===== src/rtl/out_port_buffer_pkg.sv =====
// Shared router constants and helpers, also used by the port arbiter.
package router_pkg;

  localparam int NUM_PORTS  = 4;
  localparam int PORT_IDX_W = $clog2(NUM_PORTS);
  localparam int FLIT_W     = 32;

  typedef logic [FLIT_W-1:0]     flit_t;
  typedef logic [PORT_IDX_W-1:0] port_idx_t;

  function automatic logic is_onehot(input logic [NUM_PORTS-1:0] vec);
    return (vec != {NUM_PORTS{1'b0}}) &&
           ((vec & (vec - {{(NUM_PORTS-1){1'b0}}, 1'b1})) == {NUM_PORTS{1'b0}});
  endfunction

  // Only meaningful for one-hot input; returns the index of the highest set bit.
  function automatic port_idx_t onehot2idx(input logic [NUM_PORTS-1:0] vec);
    port_idx_t idx;
    idx = {PORT_IDX_W{1'b0}};
    for (int k = 0; k < NUM_PORTS; k++) begin
      if (vec[k]) begin
        idx = port_idx_t'(k);
      end else begin
        idx = idx;
      end
    end
    return idx;
  endfunction

endpackage


===== src/rtl/out_port_buffer_if.sv =====
// Arbiter-side and link-side signals of the output port buffer.
interface out_port_buffer_if
  import router_pkg::*;
#(
  parameter int FLIT_W = 32
);
  logic [NUM_PORTS-1:0]             grant_i;
  logic                             grant_v_i;
  logic [NUM_PORTS-1:0][FLIT_W-1:0] flit_i;
  logic                             buffer_full_o;
  logic [FLIT_W-1:0]                flit_o;
  logic                             valid_o;
  logic                             credit_i;
  logic                             err_o;

  modport master (
    output grant_i, grant_v_i, flit_i, credit_i,
    input  buffer_full_o, flit_o, valid_o, err_o
  );

  modport slave (
    input  grant_i, grant_v_i, flit_i, credit_i,
    output buffer_full_o, flit_o, valid_o, err_o
  );
endinterface


===== src/rtl/out_port_buffer_credit_counter.sv =====
// Saturating downstream credit counter with overflow detection.
module credit_counter #(
  parameter int CREDITS = 4
)(
  input  logic clk,
  input  logic rst,
  input  logic dec_i,
  input  logic inc_i,
  output logic avail_o,
  output logic ovf_o
);
  localparam int CNT_W = $clog2(CREDITS + 1);

  logic [CNT_W-1:0] credits_r;
  logic             at_max_s;

  assign at_max_s = (credits_r == CNT_W'(CREDITS));
  assign avail_o  = (credits_r != {CNT_W{1'b0}});
  // A return without a concurrent spend at the ceiling is a downstream protocol error.
  assign ovf_o    = inc_i && !dec_i && at_max_s;

  // Credit count: spend on send, return on credit pulse, both cancel out.
  always_ff @(posedge clk) begin
    if (rst) begin
      credits_r <= CNT_W'(CREDITS);
    end else begin
      case ({inc_i, dec_i})
        2'b10:   credits_r <= at_max_s ? credits_r : credits_r + CNT_W'(1'b1);
        2'b01:   credits_r <= avail_o ? credits_r - CNT_W'(1'b1) : credits_r;
        default: credits_r <= credits_r;
      endcase
    end
  end
endmodule


===== src/rtl/register.sv =====
// Enabled register with synchronous clear; used as a FIFO storage entry.
module register #(
  parameter int W = 32
)(
  input  logic         clk,
  input  logic         rst,
  input  logic         en_i,
  input  logic [W-1:0] d_i,
  output logic [W-1:0] q_o
);
  // Entry storage: cleared on reset, loaded when enabled.
  always_ff @(posedge clk) begin
    if (rst) begin
      q_o <= {W{1'b0}};
    end else if (en_i) begin
      q_o <= d_i;
    end
  end
endmodule


===== src/rtl/out_port_buffer.sv =====
// Output port buffer: muxes the granted input flit into a FIFO and drains it
// onto the outbound link under credit-based flow control.
module out_port_buffer
  import router_pkg::*;
#(
  parameter int FLIT_W  = 32,
  parameter int DEPTH   = 4,
  parameter int CREDITS = 4
)(
  input  logic             clk,
  input  logic             rst,
  out_port_buffer_if.slave bus
);
  localparam int PTR_W = $clog2(DEPTH);
  localparam int CNT_W = PTR_W + 1;

  logic [PTR_W-1:0]  wr_ptr_r;
  logic [PTR_W-1:0]  rd_ptr_r;
  logic [CNT_W-1:0]  count_r;
  logic              err_r;
  logic              full_s;
  logic              wr_en_s;
  logic              reject_s;
  logic              send_s;
  logic              avail_s;
  logic              ovf_s;
  logic [FLIT_W-1:0] sel_flit_s;
  logic [DEPTH-1:0]  entry_en_s;
  logic [FLIT_W-1:0] mem_s [DEPTH];

  // Full comes from registered count only, so the arbiter sees no loop through us.
  assign full_s     = (count_r == CNT_W'(DEPTH));
  assign wr_en_s    = bus.grant_v_i && !full_s && is_onehot(bus.grant_i);
  assign reject_s   = bus.grant_v_i && !wr_en_s;
  assign send_s     = (count_r != {CNT_W{1'b0}}) && avail_s;
  assign sel_flit_s = bus.flit_i[onehot2idx(bus.grant_i)];

  genvar e;
  generate
    for (e = 0; e < DEPTH; e++) begin : g_entry
      assign entry_en_s[e] = wr_en_s && (wr_ptr_r == PTR_W'(e));
      register #(.W(FLIT_W)) u_entry (
        .clk  (clk),
        .rst  (rst),
        .en_i (entry_en_s[e]),
        .d_i  (sel_flit_s),
        .q_o  (mem_s[e])
      );
    end
  endgenerate

  credit_counter #(.CREDITS(CREDITS)) u_credit (
    .clk     (clk),
    .rst     (rst),
    .dec_i   (send_s),
    .inc_i   (bus.credit_i),
    .avail_o (avail_s),
    .ovf_o   (ovf_s)
  );

  // FIFO pointers, occupancy and the sticky protocol-error flag.
  always_ff @(posedge clk) begin
    if (rst) begin
      wr_ptr_r <= {PTR_W{1'b0}};
      rd_ptr_r <= {PTR_W{1'b0}};
      count_r  <= {CNT_W{1'b0}};
      err_r    <= 1'b0;
    end else begin
      if (wr_en_s) begin
        wr_ptr_r <= wr_ptr_r + PTR_W'(1'b1);
      end
      if (send_s) begin
        rd_ptr_r <= rd_ptr_r + PTR_W'(1'b1);
      end
      case ({wr_en_s, send_s})
        2'b10:   count_r <= count_r + CNT_W'(1'b1);
        2'b01:   count_r <= count_r - CNT_W'(1'b1);
        default: count_r <= count_r;
      endcase
      if (reject_s || ovf_s) begin
        err_r <= 1'b1;
      end
    end
  end

  assign bus.buffer_full_o = full_s;
  assign bus.valid_o       = send_s;
  assign bus.flit_o        = mem_s[rd_ptr_r];
  assign bus.err_o         = err_r;
endmodule


===== src/flat_wrapper.sv =====
// flat-port wrapper written by rule: the top's interface ports become plain ports
module out_port_buffer_flat import router_pkg::*;
#(
  parameter int FLIT_W  = 32,
  parameter int DEPTH   = 4,
  parameter int CREDITS = 4
)
  (clk, rst, bus_grant_i, bus_grant_v_i, bus_flit_i, bus_credit_i, bus_buffer_full_o, bus_flit_o, bus_valid_o, bus_err_o);
  out_port_buffer_if #(.FLIT_W(FLIT_W)) bus_i ();
  input  logic clk;
  input  logic rst;
  input wire logic [$bits(bus_i.grant_i)-1:0] bus_grant_i;
  input wire logic [$bits(bus_i.grant_v_i)-1:0] bus_grant_v_i;
  input wire logic [$bits(bus_i.flit_i)-1:0] bus_flit_i;
  input wire logic [$bits(bus_i.credit_i)-1:0] bus_credit_i;
  output wire logic [$bits(bus_i.buffer_full_o)-1:0] bus_buffer_full_o;
  output wire logic [$bits(bus_i.flit_o)-1:0] bus_flit_o;
  output wire logic [$bits(bus_i.valid_o)-1:0] bus_valid_o;
  output wire logic [$bits(bus_i.err_o)-1:0] bus_err_o;
  assign bus_i.grant_i = bus_grant_i;
  assign bus_i.grant_v_i = bus_grant_v_i;
  assign bus_i.flit_i = bus_flit_i;
  assign bus_i.credit_i = bus_credit_i;
  assign bus_buffer_full_o = bus_i.buffer_full_o;
  assign bus_flit_o = bus_i.flit_o;
  assign bus_valid_o = bus_i.valid_o;
  assign bus_err_o = bus_i.err_o;
  out_port_buffer #(.FLIT_W(FLIT_W), .DEPTH(DEPTH), .CREDITS(CREDITS)) u_core (.clk(clk), .rst(rst), .bus(bus_i));
endmodule

===== config.mk =====
export PLATFORM = sky130hd
export DESIGN_NAME = out_port_buffer_flat
export DESIGN_NICKNAME = d
export VERILOG_FILES = /design/src/rtl/out_port_buffer_pkg.sv /design/src/rtl/out_port_buffer_if.sv /design/src/rtl/out_port_buffer_credit_counter.sv /design/src/rtl/register.sv /design/src/rtl/out_port_buffer.sv /design/src/flat_wrapper.sv
export SDC_FILE = /design/constraint.sdc
export NUM_CORES = 1
export LEC_CHECK = 0
export ABC_CLOCK_PERIOD_IN_PS = 4300
export CAP_MARGIN = 5
export CORE_ASPECT_RATIO = 0.8
export CORE_MARGIN = 5
export CORE_UTILIZATION = 45
export DETAILED_ROUTE_END_ITERATION = 16
export GPL_TIMING_DRIVEN = 0
export PLACE_DENSITY = 0.75
export SLEW_MARGIN = 20
export SYNTH_ARGS = -nofsm -noshare
export SYNTH_HDL_FRONTEND = slang
export SYNTH_SLANG_ARGS = --single-unit

===== constraint.sdc =====
create_clock -name clk -period 4.3 [get_ports clk]
set_input_delay 0.43 -clock clk [delete_from_list [all_inputs] [get_ports clk]]
set_output_delay 0.43 -clock clk [all_outputs]
set_load 0.005 [all_outputs]

==> run summary, run 1 <==
Post-route ant nets -> 0
Int Power -> 2.778 mW
Vias per cell -> 5.850
CP max stage cell -> clkdlybuf4s50_1
Max layer used -> met4
Net Sw Frac -> 27.29%
Status -> complete, no violations
CTS tree -> yes
CP Data Arrival Time -> 2.54 ns
Synthesized area per cell -> 11.67 um2
CTS clk-pin slew, worst paths -> 0.06 ns
Hold WC Path Type -> reg2reg
R2r setup slk -> 1.70 ns
Seq/Total Area, Yosys -> 42.72%
H-tree depth -> 4
CP Launch Type -> flip-flop
Clock share of power -> 39.5%
IO Pins -> 171
Setup crit end kind -> output pin
Share of cells above drive strength 1 -> 15.57%
Final setup TNS -> 0 ns
Placed cell area -> 0.008426 mm2
Max-slew violation count -> 0
Grt ovf -> 0
Starting Density -> 45.71%
Unrepaired setup endpoints after global routing -> no
Cell repeated most along the worst path -> buf_2
Initial antenna violation count -> 1
Post-route cell area -> 0.009039 mm2
Max Root-Sink Buffers -> 2
Hold Vio Cnt, Final -> 0
Synth top area cells -> dfxtp_1, o2bb2ai_1, mux4_2
Max Cap Violations -> 0
Router iterations before antenna repair -> 5
Achievable frequency -> 0.3369 GHz
WL/cell -> 21.03 um
Buf/Inv on CP -> 4
WL met1 -> 8273 um
Critical path depth -> 5
Number of global-route vias before repair -> 5983
First-pass GRT wire length -> 31020 um
Lkg Pwr -> 3.349 nW
CP Launch Point -> u_core.rd_ptr_r[1]
CTS root buf -> clkbuf_16
FF+latch count, synth -> 139
CTS buffer count -> 17
Die Y-Extent -> 117.6 um
Mapped cell area -> 0.006514 mm2
Final Core Density -> 63.44%
DRC Markers -> 0
First DRT Iteration DRCs -> 346
Setup crit end -> bus_flit_o[14]
Largest net degree at the start of global routing -> 17
Worst hold path startpoint -> u_core.g_entry[0].u_entry.q_o[1]
DP HPWL -> 14190 um
Yosys warns -> 0
Total Wirelength -> 19810 um
GPL Wtd Cong -> 0.8207
DR vias -> 5511
CP max FO -> 10
Diodes inserted -> 0
Hold Buf Count CTS -> 0
Routed wl met2 -> 9390 um
Peak supply drop -> 0.2910 mV
Post-Syn Instances -> 558
Tightest Pin Transition -> 0.8700 ns
Flop pwr share -> 36.1%
Area leader, netlist -> dfxtp_1
Yosys top cell area share -> 42.72%
Clock Skews -> 0.005661 ns
Die W -> 144.5 um
FF-to-FF path depth -> 7
Met3 WL -> 1852 um
CTS sink count -> 139
Unique masters post-synth -> 40
Worst endpoint required time -> 3.87 ns
R2R Path End -> u_core.u_credit.credits_r[2]
Post-CTS Setup Bufs -> 0
Die area -> 0.01700 mm2
Multi-input gate area -> 0.003378 mm2
Final number of setup-violating endpoints -> 0
# rows -> 39
CP Class -> reg2out
Comb pwr share -> 24.4%
Largest stage delay, worst path -> 0.49 ns
GRT Util Overall -> 23.08%
Pwr/cell area -> 422.7 mW/mm2
Worst slew margin -> 42.00%
Number of port buffers -> 168
Top delay family on crit path -> buffers and inverters
RR Startpoint -> u_core.count_r[0]
Clock network latency to the later pin of the worst-skew pair -> 0.41 ns
Net switching power -> 1.043 mW
Cts repair resizes -> 0
Mapped Nets -> 701
Ratio of final minimum period to clock period -> 69.03%
CP Cell Sequence -> buf_2 > buf_2 > buf_2 > mux4_2 > clkdlybuf4s50_1
Nets -> 888
Sequential Area -> 0.002783 mm2
Fin Hold WS -> 0.4582 ns
Core area -> 0.01425 mm2
Minimum clock period -> 2.968 ns
Layout Area Growth over Synthesis -> 38.76%
# fillers -> 1115
## how the worst min path moves through the flow
stage                                         to  cells after the start  slack, ns
2_1_floorplan  u_core.g_entry[1].u_entry.q_o[21]                      1       0.43
3_5_place_dp    u_core.g_entry[2].u_entry.q_o[7]                      1       0.44
5_1_grt        u_core.g_entry[2].u_entry.q_o[22]                      1       0.47
6_report        u_core.g_entry[0].u_entry.q_o[1]                      1       0.46
4_1_cts        u_core.g_entry[2].u_entry.q_o[17]                      1       0.46
3_3_place_gp   u_core.g_entry[1].u_entry.q_o[26]                      1       0.44
## cell families after synthesis
logic type,after synthesis,share of synthesized area [%]
simple gates,72,5.628
xor+xnor,5,0.6724
flops,139,42.72
mux,100,21.76
compound gates,173,22.22
buf+inv,62,5.417
fa+ha+maj,7,1.575
## cell type report
cell class | instances | area share (%)
well taps | 184 | 2.547
clock inverters | 10 | 1.537
clock buffers | 22 | 5.246
inverters | 10 | 0.4153
multi-input cells | 357 | 37.38
flip-flops and latches | 139 | 30.79
plain buffers | 52 | 3.488
repair buffers | 168 | 18.60
## through the flow
step / worst slack [ns] / power (mW) / cells
3_5_place_dp: 1.275 / 2.340 / 910
6_report: 1.332 / 3.821 / 942
5_1_grt: 1.146 / 3.981 / 942
3_3_place_gp: 1.375 / 2.306 / 910
2_1_floorplan: 1.785 / 1.984 / 558
4_1_cts: 1.293 / 3.833 / 942
## power by group through the flow
stage	clock network, mW	logic (mW)	registers (mW)
finish	1.51	0.932	1.38
global route	1.58	1.01	1.39
CTS	1.51	0.939	1.38
detailed placement	0	0.934	1.41
global placement	0	0.904	1.40
floorplan	0	0.589	1.40
## cell usage in the layout, fill, tap and decap left out, drive strengths merged, types with 15 or more instances in the layout
cell type / instances
nand2: 35
clkbuf: 31
buf: 43
nor2: 15
mux2i: 64
o2bb2ai: 128
clkdlybuf4s50: 168
dfxtp: 139
o21ai: 33
mux4: 32
## per-layer routing
layer,global-route usage (%),vias to the layer above
met2,37.88,246
li1,-,2543
met1,29.37,2689
met4,5.478,0
met5,0,-
met3,7.717,33
## flip-flops by register name, indices dropped and copies added (netlist names)
register,cells
u_core.bus.err_o,1
u_core.u_credit.credits_r,3
u_core.wr_ptr_r,2
u_core.count_r,3
u_core.g_entry.u_entry.q_o,128
u_core.rd_ptr_r,2
## synth_stat cells
| library cell | instances |
|---|---|
| dfxtp_1 | 139 |
| o2bb2ai_1 | 128 |
| mux2i_1 | 64 |
| nand2_1 | 35 |
| o21ai_0 | 33 |
| mux4_2 | 32 |
| buf_2 | 27 |
| nor2_1 | 15 |
| inv_1 | 10 |
| buf_6 | 9 |
| clkbuf_1 | 9 |
| buf_4 | 5 |
| ha_1 | 5 |
| and3_1 | 4 |
| nand3_2 | 4 |
| a21oi_1 | 3 |
| a41oi_4 | 3 |
| mux2_4 | 3 |
| nor4b_1 | 3 |
| xor2_1 | 3 |
| buf_1 | 2 |
| fa_1 | 2 |
| nor3_1 | 2 |
| xnor2_1 | 2 |
| a2111o_1 | 1 |
| a211o_1 | 1 |
| a21boi_4 | 1 |
| a221oi_1 | 1 |
| a41oi_1 | 1 |
| and3b_1 | 1 |
| mux2_2 | 1 |
| nand4_1 | 1 |
| nor2b_1 | 1 |
| nor3b_2 | 1 |
| nor4bb_1 | 1 |
| o31ai_1 | 1 |
| or2b_1 | 1 |
| or3_1 | 1 |
| or3_4 | 1 |
| or3b_2 | 1 |
Note: power is estimated with default switching activity, not from simulation.
==> inputs of run 2 (changes only) <==
--- a/config.mk
+++ b/config.mk
@@ -5,7 +5,7 @@
 export SDC_FILE = /design/constraint.sdc
 export NUM_CORES = 1
 export LEC_CHECK = 0
-export ABC_CLOCK_PERIOD_IN_PS = 4300
+export ABC_CLOCK_PERIOD_IN_PS = 2900
 export CAP_MARGIN = 5
 export CORE_ASPECT_RATIO = 0.8
 export CORE_MARGIN = 5
==> constraint.sdc (replaced) <==
create_clock -name clk -period 2.9 [get_ports clk]
set_input_delay 0.29 -clock clk [delete_from_list [all_inputs] [get_ports clk]]
set_output_delay 0.29 -clock clk [all_outputs]
set_load 0.005 [all_outputs]
==> run 2 against run 1 <==
  * Die area unchanged
  * Via count shrank 0.67%
  * Sequential power grew 49%
  * Sequential share of layout area about the same
  * Clock skew increased by 0.0020 ns
  * Non-clock buffer count stayed put
  * Clock power is 48% higher
  * Critical endpoint is now bus_flit_o[20]
==> run summary, run 2 (synthesized netlist as in run 1, its figures left out) <==
Status -> complete, no violations (unchanged)
Total Wirelength -> 19900 um (was 19810 um)
Post-route ant nets -> 0 (unchanged)
Router iterations before antenna repair -> 5 (unchanged)
Worst endpoint required time -> 2.61 ns (was 3.87 ns)
Biggest register -> u_core.g_entry.u_entry.q_o (unchanged)
Lkg Pwr -> 3.348 nW (was 3.349 nW)
Hold Buf Count CTS -> 0 (unchanged)
CTS sink count -> 139 (unchanged)
Met1 usage -> 29.37% (unchanged)
Largest net degree at the start of global routing -> 17 (unchanged)
Peak supply drop -> 0.4348 mV (was 0.2910 mV)
Initial antenna violation count -> 1 (unchanged)
Share of cells above drive strength 1 -> 15.57% (unchanged)
Worst hold path startpoint -> bus_grant_i[3] (was u_core.g_entry[0].u_entry.q_o[1])
Starting Density -> 45.71% (unchanged)
Hold Vio Cnt, Final -> 0 (unchanged)
Die Y-Extent -> 117.6 um (unchanged)
WL/cell -> 21.12 um (was 21.03 um)
Most common cell after layout, fill and taps aside -> clkdlybuf4s50_1 (unchanged)
Net switching power -> 1.552 mW (was 1.043 mW)
Flop pwr share -> 36.0% (was 36.1%)
# fillers -> 1115 (unchanged)
Ratio of final minimum period to clock period -> 95.99%
GPL Wtd Cong -> 0.8207 (unchanged)
Pwr/cell area -> 627.5 mW/mm2 (was 422.7 mW/mm2)
Number of port buffers -> 168 (unchanged)
Layout Area Growth over Synthesis -> 38.88% (was 38.76%)
Final number of setup-violating endpoints -> 0 (unchanged)
DRC Markers -> 0 (unchanged)
CP max FO -> 10 (unchanged)
Busiest grt layer -> met2 (unchanged)
Placed cell area -> 0.008426 mm2 (unchanged)
Clock Skews -> 0.007662 ns (was 0.005661 ns)
CP Data Arrival Time -> 2.49 ns (was 2.54 ns)
Nets -> 888 (unchanged)
Min-Delay Endpoint -> u_core.g_entry[0].u_entry.q_o[0] (was u_core.g_entry[0].u_entry.q_o[1])
Number of global-route vias before repair -> 5983 (unchanged)
CTS clk-pin slew, worst paths -> 0.06 ns (about the same)
Met2 Usage GRT -> 37.88% (unchanged)
CP max stage cell -> clkdlybuf4s50_1 (unchanged)
Setup crit end kind -> output pin (unchanged)
Net Sw Frac -> 27.34% (was 27.29%)
CP Class -> reg2out (unchanged)
# rows -> 39 (unchanged)
Final Core Density -> 63.49% (was 63.44%)
Max Cap Violations -> 0 (unchanged)
Largest register FFs -> 128 (unchanged)
Diodes inserted -> 0 (unchanged)
Top Registers -> u_core.g_entry.u_entry.q_o x128, u_core.count_r x3, u_core.u_credit.credits_r x3 (unchanged)
Max Root-Sink Buffers -> 2 (unchanged)
FF-to-FF path depth -> 7 (unchanged)
DP HPWL -> 14190 um (unchanged)
CTS root buf -> clkbuf_16 (unchanged)
R2r setup slk -> 0.31 ns (was 1.70 ns)
Tightest Pin Transition -> 0.8812 ns (was 0.8700 ns)
Int Power -> 4.125 mW (was 2.778 mW)
RR Startpoint -> u_core.count_r[0] (unchanged)
Top delay family on crit path -> buffers and inverters (unchanged)
H-tree depth -> 4 (unchanged)
IO Pins -> 171 (unchanged)
Cell repeated most along the worst path -> buf_2 (unchanged)
First DRT Iteration DRCs -> 379 (was 346)
Post-route cell area -> 0.009046 mm2 (was 0.009039 mm2)
CTS tree -> yes (unchanged)
Unrepaired setup endpoints after global routing -> no (unchanged)
Clock share of power -> 39.5% (about the same)
Final setup TNS -> 0 ns (unchanged)
DR vias -> 5474 (was 5511)
CTS buffer count -> 17 (unchanged)
Power Total -> 5.677 mW (was 3.821 mW)
R2R Path End -> u_core.u_credit.credits_r[2] (unchanged)
First-pass GRT wire length -> 31020 um (unchanged)
Core area -> 0.01425 mm2 (unchanged)
Grt ovf -> 0 (unchanged)
Die area -> 0.01700 mm2 (unchanged)
CP Launch Type -> flip-flop (unchanged)
Fin Hold WS -> 0.4008 ns (was 0.4582 ns)
Achievable frequency -> 0.3592 GHz
Hold depth -> 3 (was 1)
Commonest non-fill, non-tap cells in the layout -> clkdlybuf4s50_1, dfxtp_1, o2bb2ai_1 (unchanged)
Minimum clock period -> 2.784 ns
GRT Util Overall -> 23.08% (unchanged)
Worst slew margin -> 41.25% (was 42.00%)
Clock network latency to the later pin of the worst-skew pair -> 0.42 ns (was 0.41 ns)
Buf/Inv on CP -> 4 (unchanged)
Vias per cell -> 5.811 (was 5.850)
Die W -> 144.5 um (unchanged)
Largest stage delay, worst path -> 0.47 ns (was 0.49 ns)
CP Cell Sequence -> buf_2 > clkbuf_4 > buf_2 > mux4_2 > clkdlybuf4s50_1 (was buf_2 > buf_2 > buf_2 > mux4_2 > clkdlybuf4s50_1)
Max-slew violation count -> 0 (unchanged)
Grt met3 use -> 7.717% (unchanged)
Comb pwr share -> 24.4% (about the same)
Hold WC Path Type -> in2reg (was reg2reg)
[run 2: changes by cell type in the layout (fill, tap and decap cells not counted), sizes merged]
| cell | change |
|---|---|
| buf | -3 |
| clkbuf | +3 |
[run 2: final cells by class]
class / instances / area (um2) / area share [%]
Timing Repair Buffer: 168 / 1682 / 18.59
Inverter: 10 / 37.54 / 0.4149
Sequential cell: 139 / 2783 / 30.76
Multi-Input combinational cell: 357 / 3378 / 37.34
Buffer: 52 / 322.8 / 3.568
Tap cell: 184 / 230.2 / 2.545
Clock buffer: 22 / 474.2 / 5.242
Clock inverter: 10 / 138.9 / 1.535
[run 2: worst max path at each step]
stage	end	from	depth (start not counted)	slack, ns
finish	bus_flit_o[20]	u_core.rd_ptr_r[1]	5	0.12
global route	bus_flit_o[2]	u_core.rd_ptr_r[1]	5	0.007
CTS	bus_flit_o[30]	u_core.rd_ptr_r[0]	5	0.03
detailed placement	u_core.count_r[2]	bus_grant_i[2]	12	0.01
global placement	u_core.count_r[2]	bus_grant_i[2]	12	0.12
floorplan	u_core.count_r[2]	bus_grant_i[3]	12	0.53
[run 2: per-layer routing]
metal	up-vias	share of wire, %
met3	26	9.9
li1	2540	-
met2	246	48
met5	-	0
met1	2662	41
met4	0	1.3
[run 2: stage by stage]
step	setup slack, ns	cells
2_1_floorplan	0.5252	558
3_3_place_gp	0.1154	910
3_5_place_dp	0.01482	910
4_1_cts	0.03341	942
5_1_grt	0.006588	942
6_report	0.1162	942
[run 2: power groups by stage]
stage / clock [mW] / combinational (mW) / sequential (mW)
final: 2.24 / 1.39 / 2.05
after detailed placement: 0 / 1.39 / 2.08
after global routing: 2.35 / 1.51 / 2.06
after CTS: 2.25 / 1.39 / 2.05
after floorplan: 0 / 0.873 / 2.07
after global placement: 0 / 1.34 / 2.08
[run 2: repair_timing]
action,in CTS,in global routing
endpoints found under the hold margin,0,0
setup buffers,0,0
resized for setup,0,3
endpoints found under the setup margin,0,28
[run 2: worst min-delay path, cell delays in order]
cell	delay, ns
buf_2	0.17
mux2i_1	0.19
o2bb2ai_1	0.13
